$ cat src/rtl/uart_reg_ctrl.sv
// uart_reg_ctrl: CPU-side access controller for the UART register bank (request -> strobe -> response)
module uart_reg_ctrl #(
    parameter int NUM_REGS   = 4,
    parameter int REG_WIDTH  = 32,
    parameter int ADDR_WIDTH = 4
) (
    input  logic                          clk_i,
    input  logic                          rst_ni,
    input  logic                          req_valid_i,
    output logic                          req_ready_o,
    input  logic                          req_we_i,
    input  logic [ADDR_WIDTH-1:0]         req_addr_i,
    input  logic [REG_WIDTH-1:0]          req_wdata_i,
    output logic                          rsp_valid_o,
    input  logic                          rsp_ready_i,
    output logic [REG_WIDTH-1:0]          rsp_rdata_o,
    output logic                          rsp_err_o,
    output logic [NUM_REGS-1:0]           reg_wr_en_o,
    output logic [NUM_REGS-1:0]           reg_rd_en_o,
    output logic [REG_WIDTH-1:0]          reg_wdata_o,
    input  logic [NUM_REGS*REG_WIDTH-1:0] reg_rdata_i
);
    localparam int IW = ADDR_WIDTH - 2;
    typedef enum logic [1:0] {IDLE, ACCESS, RESP} state_t;
    state_t state;
    logic [IW-1:0] idx;
    logic we;
    logic hit;
    logic [REG_WIDTH-1:0] regs [2**IW];
    logic [IW-1:0] req_idx;
    logic req_hit;
    logic [NUM_REGS-1:0] req_sel;
    assign req_idx = req_addr_i[ADDR_WIDTH-1:2];
    assign req_hit = (req_addr_i[1:0] == 2'b00) && (int'(req_idx) < NUM_REGS);
    assign req_sel = req_hit ? NUM_REGS'(1) << req_idx : '0;
    // Read mux padded to a power of two so the captured index always selects in range
    for (genvar i = 0; i < 2**IW; i++) begin : g_rd
        if (i < NUM_REGS) begin : g_on
            assign regs[i] = reg_rdata_i[i*REG_WIDTH +: REG_WIDTH];
        end else begin : g_off
            assign regs[i] = '0;
        end
    end
    // Strobes are registered at acceptance so they are high exactly during ACCESS
    always_ff @(posedge clk_i) begin
        if (!rst_ni) begin
            state       <= IDLE;
            req_ready_o <= 1'b1;
            rsp_valid_o <= 1'b0;
            rsp_err_o   <= 1'b0;
            rsp_rdata_o <= '0;
            reg_wr_en_o <= '0;
            reg_rd_en_o <= '0;
            reg_wdata_o <= '0;
            idx         <= '0;
            we          <= 1'b0;
            hit         <= 1'b0;
        end else begin
            case (state)
                IDLE: if (req_valid_i) begin
                    state       <= ACCESS;
                    req_ready_o <= 1'b0;
                    we          <= req_we_i;
                    idx         <= req_idx;
                    hit         <= req_hit;
                    reg_wdata_o <= req_wdata_i;
                    reg_wr_en_o <= req_we_i ? req_sel : '0;
                    reg_rd_en_o <= req_we_i ? '0 : req_sel;
                end
                ACCESS: begin
                    state       <= RESP;
                    reg_wr_en_o <= '0;
                    reg_rd_en_o <= '0;
                    rsp_valid_o <= 1'b1;
                    rsp_err_o   <= !hit;
                    rsp_rdata_o <= (hit && !we) ? regs[idx] : '0;
                end
                RESP: if (rsp_ready_i) begin
                    state       <= IDLE;
                    rsp_valid_o <= 1'b0;
                    rsp_err_o   <= 1'b0;
                    req_ready_o <= 1'b1;
                end
                default: state <= IDLE;
            endcase
        end
    end
endmodule
$ cat config.mk
export PLATFORM = sky130hd
export DESIGN_NAME = uart_reg_ctrl
export DESIGN_NICKNAME = d
export VERILOG_FILES = /design/src/rtl/uart_reg_ctrl.sv
export SDC_FILE = /design/constraint.sdc
export NUM_CORES = 1
export LEC_CHECK = 0
export CORE_UTILIZATION = 35
export DETAILED_ROUTE_END_ITERATION = 7
export GPL_TIMING_DRIVEN = 1
export HOLD_SLACK_MARGIN = 0.15
export MAX_ROUTING_LAYER = met4
export PLACE_DENSITY_LB_ADDON = 0.08
export SKIP_CTS_REPAIR_TIMING = 1
export SLEW_MARGIN = 20
export SYNTH_ARGS = -nofsm -noshare
export SYNTH_HDL_FRONTEND = slang
export SYNTH_SLANG_ARGS = --single-unit
$ cat constraint.sdc
create_clock -name clk_i -period 2 [get_ports clk_i]
set_input_delay 0.2 -clock clk_i [delete_from_list [all_inputs] [get_ports clk_i]]
set_output_delay 0.2 -clock clk_i [all_outputs]
set_load 0.01 [all_outputs]
==> metrics.cfg <==
[timing]
fmax_mhz = 658
finalMaxSlewViolations = 0
fin_tns_setup_ns = 0
clock_skew_ns = 0.00760
setup_viol = 0
hold_violations = 0
slew_headroom_pct = 69.5
tightest_slew_ns = 0.458
post-route-period-util_pct = 76.0
rsz0062_at_grt = no
fin_crit_ns = 1.52

[logic_synthesis]
synth_area_um2 = 3590
synthFlopType = dfxtp_1
syn_nets = 496
synth.distinct_cells = 30
synthCells = 327
ys_seq_area_share_pct = 45.2
ys_warn_count = 0
synth_edf_count = 0
syn_avg_cell_area_um2 = 11.0
async_flop_share_pct = 0
synth-seq-cells = 81

[floorplan]
fp.coreArea_um2 = 9860
rows = 36
start_util_pct = 36.4
dieArea_um2 = 10700
ios = 244
die_w_um = 103
die_y_um = 103

[power]
p_leak_uw = 0.00226
ir_drop_uv = 300
finalPower_uw = 3740
power.density_nw_per_um2 = 585

[flow_run]
maxCapViolCount = 0

[route]
antenna_left = 0
first_iter_violations = 55
drc_errors = 0
wl_per_cell_um = 17.2
avgViaCountPerCell = 5.01
dr.pass1.iters = 4
vias = 3505
wirelength_um = 12100

[grt]
grt_use_total_pct = 22.7
grt_pass1_vias = 3467
grt-ovfl-total = 0
grt_max_degree = 46
grt_pass1_wl_um = 17700
antenna_found_initial = 0

[layout]
final_common_cell = clkdlybuf4s50_1
layout-drive-gt1-share_pct = 10.8
layout_common_cells = clkdlybuf4s50_1, dfxtp_1, nand2_1
nNetsFinal = 730
synthToLayoutAreaGrowth_pct = 77.9
diodes = 0

[min_path]
worst_hold_path_type = in -> reg

[clock_network]
clockRootBuffer = clkbuf_8
h-tree-depth = 3
cts_tree = yes
clk_pin_slew_ns = 0.08
clock_sinks = 81
clock_path_buffers = 2
numCtsBuffers = 9
clk_latency_ns = 0.34

[setup_path]
path_max_fanout = 32
critPathRequiredTime_ns = 2.23
arrival_ns = 1.75
crit_type = reg -> reg
startpoint_type = flip-flop
cp-end-kind = flip-flop

[placed_design]
portBuffers = 243
finalWeightedCongestion = 0.772
hpwl_um = 8960

[status]
status = complete, no violations

-- cell usage after synthesis (2+ instances only) --
cell type	count	area (um2)
a22oi_1	3	22.5
nand2_1	74	278
buf_2	11	55.1
a21oi_1	3	15.0
nor4b_1	2	17.5
mux4_2	32	721
buf_1	2	7.51
a32oi_1	4	35.0
clkbuf_1	16	60.1
a21boi_0	36	270
a22o_1	32	280
o21ai_0	3	15.0
nand2b_1	2	12.5
nor2b_1	11	68.8
dfxtp_1	81	1620
-- kinds of logic (layout without fill, tap and decap cells) --
kind of cell           Yosys count  count (layout)  synth area share (%)
AOI/OAI and AO/OA               84              84                  18.4
buffers and inverters           31             270                  3.87
DFF                             81              81                  45.2
muxes                           32              32                  20.1
and+or+nand+nor                 99              99                  12.4
-- flip-flops by register name, summed over array words and instances (netlist names) --
register,flops
reg_wr_en_o,4
we,1
reg_rd_en_o,4
idx,2
state,2
rsp_err_o,1
hit,1
rsp_rdata_o,32
rsp_valid_o,1
reg_wdata_o,32
req_ready_o,1
-- through the flow --
stage	utilization, %	hold slack [ns]	setup WS [ns]	cells	instance area, um2
after detailed placement	62.8	0.458	0.316	683	6190
after CTS	64.8	0.390	0.449	699	6390
after global routing	64.8	0.407	0.376	699	6390
final	64.8	0.411	0.480	699	6390
after global placement	62.8	0.449	0.357	683	6190
after floorplan	-	0.345	0.441	327	3590
-- metal layers --
layer  wire length [um]  GRT usage (%)  up-vias
li1                   -              -     1669
met1               4940           25.9     1670
met2               6010           39.2      153
met3                915           4.91       13
met4                197           8.34        0
met5                  0              -        -
-- power by group --
group          total (uW)  internal [uW]  switching [uW]
clock network        1180            607             577
registers            1710           1670            35.4
logic                 846            560             286
total                3740           2840             898
-- final timing paths --
| check | from | to | slack (ns) | depth (start not counted) |
|---|---|---|---|---|
| worst max-delay path | idx[0] | rsp_rdata_o[0] | 0.48 | 3 |
| worst min-delay path | req_wdata_i[26] | reg_wdata_o[26] | 0.41 | 3 |
| worst max register to register | idx[0] | rsp_rdata_o[0] | 0.48 | 3 |
| worst min register to register | reg_wdata_o[5] | reg_wdata_o[5] | 0.46 | 2 |
-- critical path: stages, from the launching register on --
cell and delay (ns):
dfxtp_2 0.35, buf_12 0.26, mux4_2 0.54, a22o_1 0.24
-- layout make-up --
class / instances / area (um2)
fillers: 794 / 3480
repair buffers: 254 / 2560
multi-input cells: 215 / 1840
flip-flops and latches: 81 / 1620
well taps: 133 / 166
clock buffers: 11 / 141
clock inverters: 5 / 55.1
(Power assumes the default switching activity.)
